`src/rtl/fpnew_rob_issue_if.sv`:
```
// rtl/fpnew_rob_issue_if.sv - request, FPU and response signal bundle for the ROB issue front end
interface fpnew_rob_issue_if #(
    parameter int FLEN         = 64,
    parameter int NUM_OPERANDS = 3,
    parameter int CTRL_W       = 16,
    parameter int TAG_W        = 4
);
    logic                         req_valid_i;
    logic                         req_ready_o;
    logic [NUM_OPERANDS*FLEN-1:0] req_operands_i;
    logic [CTRL_W-1:0]            req_ctrl_i;

    logic                         fpu_in_valid_o;
    logic                         fpu_in_ready_i;
    logic [NUM_OPERANDS*FLEN-1:0] fpu_operands_o;
    logic [CTRL_W-1:0]            fpu_ctrl_o;
    logic [TAG_W-1:0]             fpu_tag_o;

    logic                         fpu_out_valid_i;
    logic                         fpu_out_ready_o;
    logic [FLEN-1:0]              fpu_result_i;
    logic [4:0]                   fpu_status_i;
    logic [TAG_W-1:0]             fpu_tag_i;
    logic                         fpu_busy_i;

    logic                         rsp_valid_o;
    logic                         rsp_ready_i;
    logic [FLEN-1:0]              rsp_result_o;
    logic [4:0]                   rsp_status_o;

    // Environment side: the requesting core plus the FPU wrapper
    modport master (
        output req_valid_i, req_operands_i, req_ctrl_i,
        output fpu_in_ready_i, fpu_out_valid_i, fpu_result_i, fpu_status_i, fpu_tag_i, fpu_busy_i,
        output rsp_ready_i,
        input  req_ready_o, fpu_in_valid_o, fpu_operands_o, fpu_ctrl_o, fpu_tag_o,
        input  fpu_out_ready_o, rsp_valid_o, rsp_result_o, rsp_status_o
    );

    // ROB issue front end side
    modport slave (
        input  req_valid_i, req_operands_i, req_ctrl_i,
        input  fpu_in_ready_i, fpu_out_valid_i, fpu_result_i, fpu_status_i, fpu_tag_i, fpu_busy_i,
        input  rsp_ready_i,
        output req_ready_o, fpu_in_valid_o, fpu_operands_o, fpu_ctrl_o, fpu_tag_o,
        output fpu_out_ready_o, rsp_valid_o, rsp_result_o, rsp_status_o
    );
endinterface

```
`src/rtl/fpnew_rob_issue.sv`:
```
// rtl/fpnew_rob_issue.sv - in-order issue/retire reorder buffer in front of an fpnew instance
module fpnew_rob_issue #(
    parameter int FLEN         = 64,
    parameter int NUM_OPERANDS = 3,
    parameter int CTRL_W       = 16,
    parameter int DEPTH        = 8
) (
    input  logic               clk_i,
    input  logic               rst_ni,
    fpnew_rob_issue_if.slave   bus,
    input  logic               flush_i,
    output logic               fpu_flush_o,
    output logic               busy_o,
    output logic               err_o
);
    localparam int IDX_W = $clog2(DEPTH);
    localparam int TAG_W = IDX_W + 1;
    localparam logic [IDX_W:0] DEPTH_CNT = (IDX_W+1)'(DEPTH);
    localparam logic [IDX_W:0] PTR_ONE   = (IDX_W+1)'(1);

    // Pointers carry one extra wrap bit so full and empty are distinguishable
    logic [IDX_W:0]   head;
    logic [IDX_W:0]   tail;
    logic [IDX_W:0]   count;
    logic             epoch;
    logic [DEPTH-1:0] valid;
    logic [FLEN-1:0]  res_mem [DEPTH];
    logic [4:0]       sts_mem [DEPTH];

    logic             full;
    logic             empty;
    logic             issue_fire;
    logic             rsp_fire;
    logic [IDX_W-1:0] head_idx;
    logic [IDX_W-1:0] tail_idx;
    logic [IDX_W-1:0] cap_idx;
    logic [IDX_W-1:0] cap_off;
    logic             cap_epoch;
    logic             cap_in_flight;
    logic             cap_cur;
    logic             cap_ok;
    logic             cap_err;

    assign count    = tail - head;
    assign full     = (count == DEPTH_CNT);
    assign empty    = (head == tail);
    assign head_idx = head[IDX_W-1:0];
    assign tail_idx = tail[IDX_W-1:0];

    // Issue path is a straight pass-through gated by ROB space and flush
    assign bus.fpu_in_valid_o = bus.req_valid_i & ~full & ~flush_i;
    assign bus.req_ready_o    = bus.fpu_in_ready_i & ~full & ~flush_i;
    assign bus.fpu_operands_o = bus.req_operands_i;
    assign bus.fpu_ctrl_o     = bus.req_ctrl_i;
    assign bus.fpu_tag_o      = {epoch, tail_idx};
    assign issue_fire         = bus.req_valid_i & bus.req_ready_o;

    assign fpu_flush_o         = flush_i;
    assign bus.fpu_out_ready_o = 1'b1;

    // A returning result is accepted only for a live, still-unfilled slot of the current epoch;
    // stale-epoch results are expected after a flush and are dropped without complaint
    assign cap_idx       = bus.fpu_tag_i[IDX_W-1:0];
    assign cap_epoch     = bus.fpu_tag_i[TAG_W-1];
    assign cap_off       = cap_idx - head_idx;
    assign cap_in_flight = ({1'b0, cap_off} < count);
    assign cap_cur       = bus.fpu_out_valid_i & ~flush_i & (cap_epoch == epoch);
    assign cap_ok        = cap_cur & cap_in_flight & ~valid[cap_idx];
    assign cap_err       = cap_cur & ~(cap_in_flight & ~valid[cap_idx]);

    // Retire strictly from the head; no bypass from the capture port
    assign bus.rsp_valid_o  = valid[head_idx] & ~empty & ~flush_i;
    assign bus.rsp_result_o = res_mem[head_idx];
    assign bus.rsp_status_o = sts_mem[head_idx];
    assign rsp_fire         = bus.rsp_valid_o & bus.rsp_ready_i;

    assign busy_o = ~empty | bus.fpu_busy_i;

    // Pointer, epoch and sticky error state
    always_ff @(posedge clk_i) begin
        if (!rst_ni) begin
            head  <= '0;
            tail  <= '0;
            epoch <= 1'b0;
            err_o <= 1'b0;
        end else begin
            if (cap_err) begin
                err_o <= 1'b1;
            end
            if (flush_i) begin
                head  <= tail;
                epoch <= ~epoch;
            end else begin
                if (issue_fire) begin
                    tail <= tail + PTR_ONE;
                end
                if (rsp_fire) begin
                    head <= head + PTR_ONE;
                end
            end
        end
    end

    // Per-slot result-present bits: reserve on issue, set on capture, clear on retire
    always_ff @(posedge clk_i) begin
        if (!rst_ni) begin
            valid <= '0;
        end else if (flush_i) begin
            valid <= '0;
        end else begin
            if (issue_fire) begin
                valid[tail_idx] <= 1'b0;
            end
            if (rsp_fire) begin
                valid[head_idx] <= 1'b0;
            end
            if (cap_ok) begin
                valid[cap_idx] <= 1'b1;
            end
        end
    end

    // Result payload storage; only written into unfilled slots so the head stays stable
    always_ff @(posedge clk_i) begin
        if (cap_ok) begin
            res_mem[cap_idx] <= bus.fpu_result_i;
            sts_mem[cap_idx] <= bus.fpu_status_i;
        end
    end
endmodule

```
`src/flat_wrapper.sv`:
```
// flat-port wrapper written by rule: the top's interface ports become plain ports
module fpnew_rob_issue_flat 
#(
    parameter int FLEN         = 64,
    parameter int NUM_OPERANDS = 3,
    parameter int CTRL_W       = 16,
    parameter int DEPTH        = 8
)
  (clk_i, rst_ni, flush_i, fpu_flush_o, busy_o, err_o, bus_req_valid_i, bus_req_operands_i, bus_req_ctrl_i, bus_fpu_in_ready_i, bus_fpu_out_valid_i, bus_fpu_result_i, bus_fpu_status_i, bus_fpu_tag_i, bus_fpu_busy_i, bus_rsp_ready_i, bus_req_ready_o, bus_fpu_in_valid_o, bus_fpu_operands_o, bus_fpu_ctrl_o, bus_fpu_tag_o, bus_fpu_out_ready_o, bus_rsp_valid_o, bus_rsp_result_o, bus_rsp_status_o);
  fpnew_rob_issue_if #(.FLEN(FLEN), .NUM_OPERANDS(NUM_OPERANDS), .CTRL_W(CTRL_W), .TAG_W((4))) bus_i ();
  input  logic clk_i;
  input  logic rst_ni;
  input  logic flush_i;
  output logic fpu_flush_o;
  output logic busy_o;
  output logic err_o;
  input wire logic [$bits(bus_i.req_valid_i)-1:0] bus_req_valid_i;
  input wire logic [$bits(bus_i.req_operands_i)-1:0] bus_req_operands_i;
  input wire logic [$bits(bus_i.req_ctrl_i)-1:0] bus_req_ctrl_i;
  input wire logic [$bits(bus_i.fpu_in_ready_i)-1:0] bus_fpu_in_ready_i;
  input wire logic [$bits(bus_i.fpu_out_valid_i)-1:0] bus_fpu_out_valid_i;
  input wire logic [$bits(bus_i.fpu_result_i)-1:0] bus_fpu_result_i;
  input wire logic [$bits(bus_i.fpu_status_i)-1:0] bus_fpu_status_i;
  input wire logic [$bits(bus_i.fpu_tag_i)-1:0] bus_fpu_tag_i;
  input wire logic [$bits(bus_i.fpu_busy_i)-1:0] bus_fpu_busy_i;
  input wire logic [$bits(bus_i.rsp_ready_i)-1:0] bus_rsp_ready_i;
  output wire logic [$bits(bus_i.req_ready_o)-1:0] bus_req_ready_o;
  output wire logic [$bits(bus_i.fpu_in_valid_o)-1:0] bus_fpu_in_valid_o;
  output wire logic [$bits(bus_i.fpu_operands_o)-1:0] bus_fpu_operands_o;
  output wire logic [$bits(bus_i.fpu_ctrl_o)-1:0] bus_fpu_ctrl_o;
  output wire logic [$bits(bus_i.fpu_tag_o)-1:0] bus_fpu_tag_o;
  output wire logic [$bits(bus_i.fpu_out_ready_o)-1:0] bus_fpu_out_ready_o;
  output wire logic [$bits(bus_i.rsp_valid_o)-1:0] bus_rsp_valid_o;
  output wire logic [$bits(bus_i.rsp_result_o)-1:0] bus_rsp_result_o;
  output wire logic [$bits(bus_i.rsp_status_o)-1:0] bus_rsp_status_o;
  assign bus_i.req_valid_i = bus_req_valid_i;
  assign bus_i.req_operands_i = bus_req_operands_i;
  assign bus_i.req_ctrl_i = bus_req_ctrl_i;
  assign bus_i.fpu_in_ready_i = bus_fpu_in_ready_i;
  assign bus_i.fpu_out_valid_i = bus_fpu_out_valid_i;
  assign bus_i.fpu_result_i = bus_fpu_result_i;
  assign bus_i.fpu_status_i = bus_fpu_status_i;
  assign bus_i.fpu_tag_i = bus_fpu_tag_i;
  assign bus_i.fpu_busy_i = bus_fpu_busy_i;
  assign bus_i.rsp_ready_i = bus_rsp_ready_i;
  assign bus_req_ready_o = bus_i.req_ready_o;
  assign bus_fpu_in_valid_o = bus_i.fpu_in_valid_o;
  assign bus_fpu_operands_o = bus_i.fpu_operands_o;
  assign bus_fpu_ctrl_o = bus_i.fpu_ctrl_o;
  assign bus_fpu_tag_o = bus_i.fpu_tag_o;
  assign bus_fpu_out_ready_o = bus_i.fpu_out_ready_o;
  assign bus_rsp_valid_o = bus_i.rsp_valid_o;
  assign bus_rsp_result_o = bus_i.rsp_result_o;
  assign bus_rsp_status_o = bus_i.rsp_status_o;
  fpnew_rob_issue #(.FLEN(FLEN), .NUM_OPERANDS(NUM_OPERANDS), .CTRL_W(CTRL_W), .DEPTH(DEPTH)) u_core (.clk_i(clk_i), .rst_ni(rst_ni), .bus(bus_i), .flush_i(flush_i), .fpu_flush_o(fpu_flush_o), .busy_o(busy_o), .err_o(err_o));
endmodule
```
`config.mk`:
```
export PLATFORM = sky130hd
export DESIGN_NAME = fpnew_rob_issue_flat
export DESIGN_NICKNAME = d
export VERILOG_FILES = /design/src/rtl/fpnew_rob_issue_if.sv /design/src/rtl/fpnew_rob_issue.sv /design/src/flat_wrapper.sv
export SDC_FILE = /design/constraint.sdc
export NUM_CORES = 1
export LEC_CHECK = 0
export BUFFER_PORTS_ARGS = -buffer_cell sky130_fd_sc_hd__clkbuf_2
export CAP_MARGIN = 15
export CORE_AREA = 2 2 222 224
export CTS_BUF_LIST = sky130_fd_sc_hd__clkbuf_4
export CTS_CLUSTER_SIZE = 24
export DETAILED_ROUTE_END_ITERATION = 7
export DIE_AREA = 0 0 224 226
export PLACE_DENSITY = 0.8
export SETUP_SLACK_MARGIN = 0.15
export SLEW_MARGIN = 5
export SYNTH_ARGS = -nofsm -noshare
export SYNTH_HDL_FRONTEND = slang
export SYNTH_SLANG_ARGS = --single-unit
```
`constraint.sdc`:
```
create_clock -name clk_i -period 8.2 [get_ports clk_i]
set_clock_uncertainty 0.2 [all_clocks]
set_input_delay 0 -clock clk_i [delete_from_list [all_inputs] [get_ports clk_i]]
set_output_delay 0 -clock clk_i [all_outputs]
set_load 0.03 [all_outputs]
```
# == Word level (Yosys, flattened, before mapping) ==
# Memory sizes are Yosys's and may differ from the RTL's. A register that Yosys moved wholly into a read port is not among the register bits.
# Index checks and enable logic that the tools add are counted.
# totals
n_memories,2
mem_bits_rw,552
ff_bits,18
output_inout_bits,288
# op_classes
n_addsub,4
reduce_logical,6
n_eq_ne,3
n_bitwise,27
muxes,25
order_cmp,7
# mem_list
memory,words,word_bits,rd,rd_clocked_by_memory_dff,wr,line_no,source
u_core.res_mem,8,64,1,1,1,fpnew_rob_issue.sv:27,logic [FLEN-1:0] res_mem [DEPTH];
u_core.sts_mem,8,5,1,1,1,fpnew_rob_issue.sv:28,logic [4:0] sts_mem [DEPTH];
# op_table
operator,n
$mux W8,7
$and A8 B8 Y8,2
$not A8 Y8,2
$and A1 B1 Y1,14
$lt A3 B4 Y1 const B,3
$mux W3,4
$demux W1 S3,3
$ge A3 B1 Y1 const B,3
$add A4 B1 Y4 const B,2
$mux W4,2
$or A8 B8 Y8,1
$mux W1,7
$not A1 Y1,7
$bmux W1 S3,2
$eq A4 B4 Y1,1
$eq A4 B4 Y1 const B,1
$lt A3 B4 Y1,1
$sub A4 B4 Y4,1
$logic_and A1 B1 Y1,3
$sub A3 B3 Y3,1
$reduce_and A2 Y1,1
$reduce_bool A2 Y1,1
$reduce_or A2 Y1,1
$eq A1 B1 Y1,1
$or A1 B1 Y1,1

# == Logic depth before layout (Yosys ltp) ==
# logic_depth
word_depth,15
depth_mapped,11

# == Least setup slack after synthesis ==
# No wires, ideal clock.
# synth_path
kind,register -> register
start,reg u_core.tail[0]
end,"mem u_core.res_mem[2][0], enable pin"
arrival_time_ns,7.045
setup_ns,0.581
stages_incl_launch_ff,12
path_slack_ns,0.374
synth_period_minus_slack_ns,7.826
cell_sequence,dfxtp_1 > clkbuf_1 > inv_1 > ha_1 > inv_1 > fa_1 > inv_1 > ha_1 > a21o_1 > a21oi_1 > o2111ai_2 > nor3_1
# synth_between
elab_chain_len,6
# synth_lines
item,line_no,source
start: declaration,fpnew_rob_issue.sv:23,logic [IDX_W:0] tail;
start signal: assignment,fpnew_rob_issue.sv:95,tail <= tail + PTR_ONE;
$sub A4 B4 Y4,fpnew_rob_issue.sv:44,assign count = tail - head;
$lt A3 B4 Y1,fpnew_rob_issue.sv:66,"assign cap_in_flight = ({1'b0, cap_off} < count);"
$and A1 B1 Y1 (2 in a row),fpnew_rob_issue.sv:68,assign cap_ok = cap_cur & cap_in_flight & ~valid[cap_idx];
$mux W1,fpnew_rob_issue.sv:125,if (cap_ok) begin
$mux W1 (not written as such),fpnew_rob_issue.sv:126,res_mem[cap_idx] <= bus.fpu_result_i;
end: declaration,fpnew_rob_issue.sv:27,
# No other way between the ends.

# == Worst setup path in the final report ==
# layout_path
start,reg u_core.head[0]
end,"mem u_core.res_mem[3][36], enable pin"
# layout_between
elab_chain_len,6
# layout_lines
item,line_no,source
start: declaration,fpnew_rob_issue.sv:22,logic [IDX_W:0] head;
start signal: assignment,fpnew_rob_issue.sv:91,head <= tail;
start signal: assignment,fpnew_rob_issue.sv:98,head <= head + PTR_ONE;
$sub A4 B4 Y4 or $sub A3 B3 Y3 (tied branches),"fpnew_rob_issue.sv:44, fpnew_rob_issue.sv:65",
$lt A3 B4 Y1 (*),fpnew_rob_issue.sv:66,
$and A1 B1 Y1 (*) (2 in a row),fpnew_rob_issue.sv:68,
$mux W1 (*),fpnew_rob_issue.sv:125,
$mux W1 (not written as such) (*),fpnew_rob_issue.sv:126,
# Every way passes the cells marked *; elsewhere a longest branch is shown, timed or not.

==> impl_metrics.toml <==
[timing]
finalSetupViolCount = 0
rsz0062_at_grt = "no"
worst_pin_slew_ps = 1170
slew_headroom_pct = 22.0
fmax_mhz = 205
post-route-period-util_pct = 59.3
maxSlewViolCount = 0
finalSetupTns_ps = 0
fin_crit_ps = 4870
hold_violations = 0

[yosys]
synth_ff_type = "edfxtp_1"
synthArstFlopShare_pct = 0
yosys_warnings = 0
syn-cell-area_um2 = 23800
synth_top_area_share_pct = 69.6
syn-num-nets = 1502
syn_avg_cell_area_um2 = 19.8
synth_edf_count = 552
synth_top_area_cell = "edfxtp_1"
synth_cells = 1203
ys_ff_latch = 573
ys_top_cells_by_area = "edfxtp_1, mux4_2, buf_4, mux2_2, dfxtp_1"
yosys.cell_types.count = 55
ys_seq_area_share_pct = 71.3

[floorplan]
placementRows = 81
coreArea_um2 = 48300
start_util_pct = 49.3
pin_count = 577
die_y_um = 226
dieArea_um2 = 50600
die_w_um = 224

[drt]
drt-initial-drc-count = 1755
firstDrtPassIters = 5
ant_nets = 0
route.detailed.drc = 0
route.detailed.wl_per_inst_um = 33.2
num_vias = 14000
avgViaCountPerCell = 5.88
drt-total-wl_um = 78800

[global_routing]
grtUsageTotal_pct = 30.7
gr-total-overflow = 0
antenna_found_initial = 51
grt_max_degree = 94
grt_pass1_wl_um = 106000
grt_pass1_vias = 13800

[hold_path]
min_from = "bus_fpu_tag_i[2]"
hold_class = "in2reg"
holdPathStages = 5
hold_path_end = "u_core.valid[0]$_SDFF_PP0_"

[placed_design]
hpwl_um = 54000
dp.cells = 1732
finalWeightedCongestion = 0.905
io_buffers = 159

[worst_setup_path]
start_kind = "flop"
regToRegEndpoint = "u_core.res_mem[3][36]$_DFFE_PP_"
cp_data_required_time_ps = 8450
regToRegSetupSlack_ps = 3330
critical_path.max_fanout = 41
critPathCaptureType = "flop"
r2r-start = "u_core.head[0]$_SDFFE_PN0N_"
critPathKind = "reg2reg"
cp_data_arrival_time_ps = 5110
rr_worst_depth = 10

[layout]
final_common_cell = "edfxtp_1"
nFillCells = 3342
stdcell_count = 2376
fin_nets = 1912
final_cell_mix = "edfxtp_1, dlygate4sd3_1, clkbuf_4"
drive_gt1_share_pct = 35.1
areaGrowthSynthToFinish_pct = 22.4

[outcome]
status = "finished, final reports clean"

[pwr]
leakagePower_nw = 9.82
vdd_drop_max_v = 0.000105
cellPowerDensity_nw_per_um2 = 211

[clock_network]
post_cts_buffers = 0
root_buffer = "clkbuf_4"
insertion_delay_ps = 820
cts_tree = "done"
cts.sinks = 573
clk_pin_slew_ps = 70
clockBufferDepth = 3
cts_buffers = 133
cts_htree_levels = 4

[job]
drv_cap = 0
-- cell usage after synthesis (7+ instances only) --
library cell	instances
dfxtp_1	21
mux4_2	138
xnor2_1	7
mux2_2	71
ha_1	8
buf_1	7
nand2_1	13
nor2_1	8
buf_2	16
buf_4	215
nand3_1	10
inv_1	14
edfxtp_1	552
clkbuf_1	25
a21oi_1	7
-- stage by stage --
stage	utilization, %	worst slack [ps]	hold WS, ps	area (µm²)	power (mW)
floorplan	-	374	-101	23800	3.77
global placement	49.1	3380	-200	23700	3.70
detailed placement	49.1	3330	-200	23700	3.71
CTS	60.1	3310	31.1	29100	6.15
global route	60.2	3060	100	29100	6.35
finish	60.4	3330	93.0	29200	6.17
-- flip-flops by register name, summed over array words and instances, names as in the netlist, named ones only --
signal          flops
u_core.head         4
u_core.epoch        1
u_core.valid        8
u_core.tail         4
u_core.res_mem    512
u_core.sts_mem     40
u_core.err_o        1
-- routing by layer --
metal	routed length (µm)	global-route usage (%)	vias up
met5	207	0	-
met4	2560	11.6	36
met3	10300	13.8	225
met2	38300	49.2	1128
met1	27400	36.6	7039
li1	-	-	5551
-- repair_timing --
item / CTS / global route
gates resized for setup: 0 / 0
endpoints found under the hold margin: 935 / 0
hold buffers: 368 / 0
-- worst max-delay path: stages (launching register included) --
cell,delay [ps]
dfxtp_1,620
ha_1,260
inv_1,60
fa_1,470
inv_1,50
ha_1,270
a21o_1,160
a21oi_1,310
o2111ai_2,430
nor2_4,890
buf_4,680
-- layout make-up --
| class | count | area (µm²) | share of cell area (%) |
|---|---|---|---|
| sequential | 573 | 17000 | 58.3 |
| multi-input combinational | 351 | 5010 | 17.2 |
| clock inverter | 47 | 241 | 0.828 |
| timing repair buffer | 539 | 4580 | 15.7 |
| tap | 622 | 778 | 2.67 |
| clock buffer | 186 | 1400 | 4.79 |
| inverter | 15 | 56.3 | 0.193 |
| antenna | 43 | 108 | 0.369 |
-- worst max-delay path by stage --
stage                                            endpoint  cells past startpoint                         from
final                     u_core.res_mem[3][36]$_DFFE_PP_                     10  u_core.head[0]$_SDFFE_PN0N_
after global placement    u_core.res_mem[3][45]$_DFFE_PP_                     10  u_core.head[0]$_SDFFE_PN0N_
after CTS                 u_core.res_mem[3][52]$_DFFE_PP_                     10  u_core.head[0]$_SDFFE_PN0N_
after floorplan            u_core.res_mem[2][0]$_DFFE_PP_                     11  u_core.tail[0]$_SDFFE_PN0P_
after detailed placement  u_core.res_mem[3][45]$_DFFE_PP_                     10  u_core.head[0]$_SDFFE_PN0N_
after global routing      u_core.res_mem[3][49]$_DFFE_PP_                     10  u_core.head[0]$_SDFFE_PN0N_
-- power breakdown --
part	switching (mW)	internal, mW
combinational	0.424	0.275
sequential	0.0293	3.23
clock	1.10	1.11
total	1.55	4.62
-- cells by family (layout without fill, tap and decap cells) --
kind of cell / after synthesis / after routing / synth area share, %
muxes: 215 / 215 / 16.6
other: 1 / 44 / 0.0157
AOI/OAI and AO/OA: 47 / 47 / 1.58
xor gates and xnor gates: 9 / 9 / 0.331
DFF: 573 / 573 / 71.3
buffers and inverters: 279 / 787 / 7.90
and+or+nand+nor: 69 / 69 / 1.63
adders and majority gates: 10 / 10 / 0.588
(Power assumes the default switching activity.)
